$ cat config.mk
export PLATFORM = sky130hd
export DESIGN_NAME = instr_sequencer
export DESIGN_NICKNAME = d
export VERILOG_FILES = /design/src/rtl/instr_sequencer.sv
export SDC_FILE = /design/constraint.sdc
export NUM_CORES = 1
export LEC_CHECK = 0
export BUFFER_PORTS_ARGS = -buffer_cell sky130_fd_sc_hd__buf_2
export CAP_MARGIN = 10
export CORE_MARGIN = 2
export CORE_UTILIZATION = 49
export DETAILED_ROUTE_END_ITERATION = 10
export PLACE_DENSITY_LB_ADDON = 0.05
export SYNTH_ARGS = -nofsm -noshare
export SYNTH_HDL_FRONTEND = slang
export SYNTH_SLANG_ARGS = --single-unit
$ cat constraint.sdc
create_clock -name clk -period 3.8 [get_ports clk]
set_input_delay 0.57 -clock clk [delete_from_list [all_inputs] [get_ports clk]]
set_output_delay 0.57 -clock clk [all_outputs]
set_load 0.02 [all_outputs]
$ cat src/rtl/instr_sequencer.sv
// Fetch/execute sequencer for the 8-bit tiny processor: owns the PC, fetches opcodes
// over a req/ack handshake and strobes exec_en for exactly one cycle per fetched opcode.
module instr_sequencer #(
    parameter logic [7:0] RESET_PC      = 8'h00,
    parameter int         FETCH_TIMEOUT = 15
) (
    input  logic        clk,
    input  logic        reset,
    input  logic        run,
    input  logic        step,
    output logic        imem_req,
    output logic [7:0]  imem_addr,
    input  logic        imem_ack,
    input  logic [7:0]  imem_data,
    output logic [7:0]  instruction,
    output logic [7:0]  current_pc,
    input  logic [7:0]  next_pc,
    output logic        exec_en,
    output logic        halted,
    output logic        fault,
    output logic [15:0] retired
);

    typedef enum logic [2:0] {
        S_IDLE,
        S_FETCH,
        S_EXEC,
        S_HALT,
        S_FAULT
    } state_t;

    localparam logic [7:0] OP_HALT  = 8'hFF;
    // Last wait-counter value that still allows an ack to be accepted.
    localparam logic [7:0] TMO_LAST = 8'(FETCH_TIMEOUT - 1);

    state_t      state_reg;
    logic [7:0]  pc_reg;
    logic [7:0]  instr_reg;
    logic [7:0]  tmo_reg;
    logic        step_mode_reg;
    logic [15:0] retired_reg;
    logic        req_reg;
    logic        exec_reg;
    logic        halted_reg;
    logic        fault_reg;

    always_ff @(posedge clk) begin
        if (reset) begin
            state_reg     <= S_IDLE;
            pc_reg        <= RESET_PC;
            instr_reg     <= 8'h00;
            tmo_reg       <= 8'h00;
            step_mode_reg <= 1'b0;
            retired_reg   <= 16'h0000;
            req_reg       <= 1'b0;
            exec_reg      <= 1'b0;
            halted_reg    <= 1'b0;
            fault_reg     <= 1'b0;
        end else begin
            case (state_reg)
                S_IDLE: begin
                    if (run) begin
                        state_reg     <= S_FETCH;
                        step_mode_reg <= 1'b0;
                        req_reg       <= 1'b1;
                    end else if (step) begin
                        state_reg     <= S_FETCH;
                        step_mode_reg <= 1'b1;
                        req_reg       <= 1'b1;
                    end
                end
                S_FETCH: begin
                    if (imem_ack) begin
                        instr_reg <= imem_data;
                        tmo_reg   <= 8'h00;
                        state_reg <= S_EXEC;
                        req_reg   <= 1'b0;
                        exec_reg  <= 1'b1;
                    end else if (tmo_reg == TMO_LAST) begin
                        state_reg <= S_FAULT;
                        req_reg   <= 1'b0;
                        fault_reg <= 1'b1;
                    end else begin
                        tmo_reg <= tmo_reg + 8'h01;
                    end
                end
                S_EXEC: begin
                    exec_reg <= 1'b0;
                    if (retired_reg != 16'hFFFF) begin
                        retired_reg <= retired_reg + 16'h0001;
                    end
                    // HALT keeps its own address in the PC so the bench/top can see where it stopped.
                    if (instr_reg == OP_HALT) begin
                        state_reg  <= S_HALT;
                        halted_reg <= 1'b1;
                    end else begin
                        pc_reg <= next_pc;
                        if (run && !step_mode_reg) begin
                            state_reg <= S_FETCH;
                            req_reg   <= 1'b1;
                        end else begin
                            state_reg     <= S_IDLE;
                            step_mode_reg <= 1'b0;
                        end
                    end
                end
                S_HALT: begin
                    state_reg <= S_HALT;
                end
                S_FAULT: begin
                    state_reg <= S_FAULT;
                end
                default: begin
                    state_reg <= S_IDLE;
                    req_reg   <= 1'b0;
                    exec_reg  <= 1'b0;
                end
            endcase
        end
    end

    assign imem_req    = req_reg;
    assign imem_addr   = pc_reg;
    assign instruction = instr_reg;
    assign current_pc  = pc_reg;
    assign exec_en     = exec_reg;
    assign halted      = halted_reg;
    assign fault       = fault_reg;
    assign retired     = retired_reg;

endmodule

# After elaboration in Yosys (flattened, before gate mapping)
# Cells that the tools add are included.
op_classes:
  addsub: 2
  n_eq_ne: 14
  n_mux: 22
  bitwise: 4
  reduce_logical: 16
op_table:
  columns: ["op", "count"]
  rows:
  - ["$add 16x1->16 const B", 1]
  - ["$mux 8", 2]
  - ["$ne 16x16->1 const B", 1]
  - ["$pmux 3 s5", 1]
  - ["$reduce_and 2->1", 7]
  - ["$mux 3", 4]
  - ["$mux 1", 11]
  - ["$ne 2x2->1 const B", 5]
  - ["$add 8x1->8 const B", 1]
  - ["$eq 8x4->1 const B", 1]
  - ["$eq 8x8->1 const B", 1]
  - ["$eq 3x2->1 const B", 2]
  - ["$ne 3x3->1 const B", 2]
  - ["$reduce_and 5->1", 1]
  - ["$not 1->1", 4]
  - ["$pmux 1 s2", 2]
  - ["$pmux 1 s4", 1]
  - ["$reduce_and 4->1", 1]
  - ["$eq 3x1->1 const B", 1]
  - ["$eq 3x3->1 const B", 1]
  - ["$logic_not 3->1", 1]
  - ["$reduce_and 3->1", 1]
  - ["$reduce_or 3->1", 1]
  - ["$mux 2", 1]
  - ["4 further kinds", 4]
word_totals:
  ff_bits: 48
  output_inout_bits: 44
  elab_cells: 68

# Longest topological paths before layout
logic_depth:
  ltp_word: 5
  mapped_depth: 6
  mapped_depth_nobuf: 6

# Least setup slack after synthesis
# Ideal clock, no wire load.
synth_timing:
  kind: "register -> register"
  start: "register retired_reg[0] (netlist: retired[0])"
  end: "register retired_reg[0] (netlist: retired[0])"
  arrival_time_ns: 1.580
  path_slack_ns: 2.096
  stages_incl_launch_ff: 6
  path_buffers: 0
  period_less_slack_ns: 1.704
  cell_sequence: "dfxtp_1 > ha_1 > nand2_1 > nor2_2 > a21oi_1 > mux2_1"
synth_via:
  elab_chain_len: 2
  word_cells_on_any_way: 3
  cone_classes: "1 x add/sub; 1 x eq/ne; 1 x reduce/logical"
synth_rtl:
  columns: ["item", "line_no", "rtl"]
  rows:
  - ["from (decl)", "41", "logic [15:0] retired_reg;"]
  - ["from (signal assigned)", "90", "retired_reg <= retired_reg + 16'h0001;"]
  - ["parallel branches: the longest is 2 deep, another holds $add 16x1->16", null, null]
# Parallel ways; which one is timed is not known.
# A chain may end at the register's enable or synchronous reset.

# Final worst setup path
layout_timing:
  start: "register state_reg[1]"
  end: "register retired_reg[13] (netlist: retired[13])"
layout_via:
  elab_chain_len: 2
layout_rtl:
  columns: ["item", "line_no", "rtl"]
  rows:
  - ["from (decl)", "36", "state_t state_reg;"]
  - ["from (signal assigned)", "49", "state_reg <= S_IDLE;"]
  - ["from (signal assigned)", "63", "state_reg <= S_FETCH;"]
  - ["from (signal assigned)", "67", "state_reg <= S_FETCH;"]
  - ["$eq 3x2->1", "60", "case (state_reg)"]
  - ["$reduce_and 2->1 (no line)", null, null]
# No other way between the ends.

==> impl_metrics.csv <==
group,metric,value,unit
clocking,clk_pin_slew,0.09,ns
route,drc,0,
min_path,hold_path.class,"flip-flop to flip-flop",
timing,worstMarginPinSlew,0.591,ns
synthesis,synth_area,2400,um^2
synthesis,postSynthCellCount,264,
cells_and_area,regArea,961,um^2
synthesis,async_reset_ff_share,0,%
cells_and_area,drive_gt1_share,27.9,%
critical_path,cp_slowest_stage_delay,0.57,ns
route,wl,4970,um
global_routing,track_usage,19.1,%
critical_path,worstSetupStartpointType,"flip-flop",
critical_path,cpMaxStageDelayCell,"dfxtp_1",
synthesis,synth_warnings,0,
synthesis,ys_seq_area_share,40.0,%
synthesis,syn_area_per_cell,9.11,um^2
flow_run,maxCapViolCount,0,
global_routing,grt_start_max_net_pins,33,
route,ant_nets,0,
cells_and_area,fill_cells,451,
timing,setup_viol,0,
timing,max_freq,0.490,GHz
clocking,holdBufCountCts,0,
place,numPortBuffers,64,
timing,hold-worst-slack,0.473,ns
route,wl_per_cell,12.9,um
clocking,cts_resized,0,
place,dp_hpwl,3610,um
status,status,"finished, final reports clean",
synthesis,synth_ff_type,"dfxtp_1",
clocking,h-tree-depth,2,
place,gp_congestion,0.775,
synthesis,synth-edff-count,0,
power_and_ir_drop,vdd_drop_max,0.000297,V
global_routing,grt_pass1_wl,8300,um
die,num_rows,25,
cells_and_area,final_cell_area,2790,um^2
power_and_ir_drop,p_per_area,354,nW/um^2
timing,finalClockSkew,0.00562,ns
power_and_ir_drop,power.total,985,uW
route,viasPerCell,5.26,
cells_and_area,syn_to_final_growth,15.8,%
route,drt_iter0_markers,104,
critical_path,crit_required,3.99,ns
power_and_ir_drop,p_leak,1.28,nW
timing,final-hold-violation-count,0,
clocking,post_cts_buffers,0,
timing,min_period_over_period,53.7,%
timing,grt_setup_unrepaired,"false",
clocking,cts_tree,"done",
cells_and_area,multiInputGateArea,1300,um^2
route,first_pass_iters,4,
synthesis,synth.ff_latch_count,48,
critical_path,timing.rr.start,"state_reg[1]",
clocking,numCtsBuffers,5,
timing,slew_headroom,60.6,%
global_routing,grt_pass1_vias,1795,
critical_path,crit_type,"flip-flop to flip-flop",
timing,maxSlewViolCount,0,
global_routing,antenna_found_initial,0,
critical_path,path_max_fanout,11,
min_path,holdCritStartpoint,"instruction[4]",
critical_path,critPathLaunch,"state_reg[1]",
synthesis,yosysUniqueCellTypes,53,
synthesis,syn_nets,288,
place,dpl-instance-area,2690,um^2
cells_and_area,largest_reg_flops,16,
critical_path,crit_path_cell_trace,"nor3b_4, nand4_4, nor3b_1, mux2_1",
global_routing,grt_overflow,0,
die,die_w,74.1,um
clocking,root_buffer,"clkbuf_8",
die,start_util,50.9,%
clocking,cts_buffer_depth,2,
die,die_area,5480,um^2
clocking,clock-sinks,48,
timing,tns,0,ns
timing,min_period,2.04,ns
die,coreArea,4720,um^2
cells_and_area,diodes,0,
die,pin_count,65,
clocking,worstSkewPairLatency,0.30,ns
route,vias,2031,
die,fp.dieH,74.1,um
critical_path,endpoint_kind,"flip-flop",
cells_and_area,final_nets,342,
critical_path,crit_arrival,2.23,ns
cell families after synthesis:
| group | synth area share (%) |
|---|---|
| buffers and inverters | 5.83 |
| AND/OR/NAND/NOR | 29.3 |
| adder cells (fa/ha/maj) | 1.56 |
| XOR/XNOR | 1.46 |
| flip-flops | 40.0 |
| AO/OA/AOI/OAI | 13.1 |
| multiplexers | 8.85 |
synthesized netlist by cell type, types with 4 or more instances:
| cell | number | area share, % |
|---|---|---|
| mux2_1 | 10 | 4.7 |
| nand3_1 | 4 | 0.83 |
| dfxtp_1 | 48 | 40 |
| clkbuf_1 | 4 | 0.62 |
| nor2_1 | 32 | 5.0 |
| inv_1 | 4 | 0.62 |
| mux2i_1 | 10 | 4.2 |
| o21ai_0 | 7 | 1.5 |
| buf_4 | 9 | 2.8 |
| nor3_1 | 6 | 1.2 |
| nand2_1 | 24 | 3.7 |
| nor2b_1 | 11 | 2.9 |
| and3_1 | 5 | 1.3 |
| nand4_1 | 10 | 2.6 |
| xor2_1 | 4 | 1.5 |
| a21oi_1 | 24 | 5.0 |
metrics by stage:
step	worst slack (ns)	std cells	util, %
after floorplan	2.10	264	-
after global placement	1.82	378	57.0
after detailed placement	1.75	378	57.0
after CTS	1.76	386	59.0
after global routing	1.49	386	59.0
final	1.76	386	59.0
power by group:
group / leakage, nW / total (mW) / internal, mW / switching [mW]
sequential: 0.388 / 0.541 / 0.520 / 0.0209
clock: 0.0445 / 0.316 / 0.148 / 0.168
combinational: 0.844 / 0.129 / 0.0518 / 0.0768
total: 1.28 / 0.985 / 0.719 / 0.266
cell usage in the layout (no fill, tap or decap), drive strengths merged, types with 3 or more instances in the layout:
cell    count
and3        6
ha          3
buf        65
a211oi      3
dfxtp      48
o21ai       8
mux2       10
xor2        4
nor2       33
nor3        7
a21oi      24
or3         4
nand3       5
nor4b       3
nor3b       5
nand4      12
nand2      25
nor2b      11
clkbuf      7
inv         4
mux2i      10
critical path, delay by kind of cell, from the launching register on:
family	cells	cell delay (ns)
AND/OR/NAND/NOR	3	1.03
flip-flops	1	0.57
multiplexers	1	0.34
cell type report:
type	instances	share of cell area (%)
clock buffer	7	3.10
clock inverter	1	0.270
inverter	4	0.539
multi-input combinational	194	46.8
sequential	48	34.5
tap	67	3.01
timing repair buffer	65	11.8
path summary, 6_finish.rpt:
kind	end	slack [ns]	depth (start not counted)
hold / removal	instruction[4]	0.47	2
setup / recovery	retired[13]	1.76	4
setup reg to reg	retired[13]	1.76	4
hold reg to reg	instruction[4]	0.47	2
routing by layer:
metal	part of all wire (%)	routed length (um)	track usage, %
met5	0	0	0
met4	1.8	87	6.26
met3	5.6	277	5.28
met2	44	2160	28.9
met1	49	2440	26.5
(Power assumes the default switching activity.)
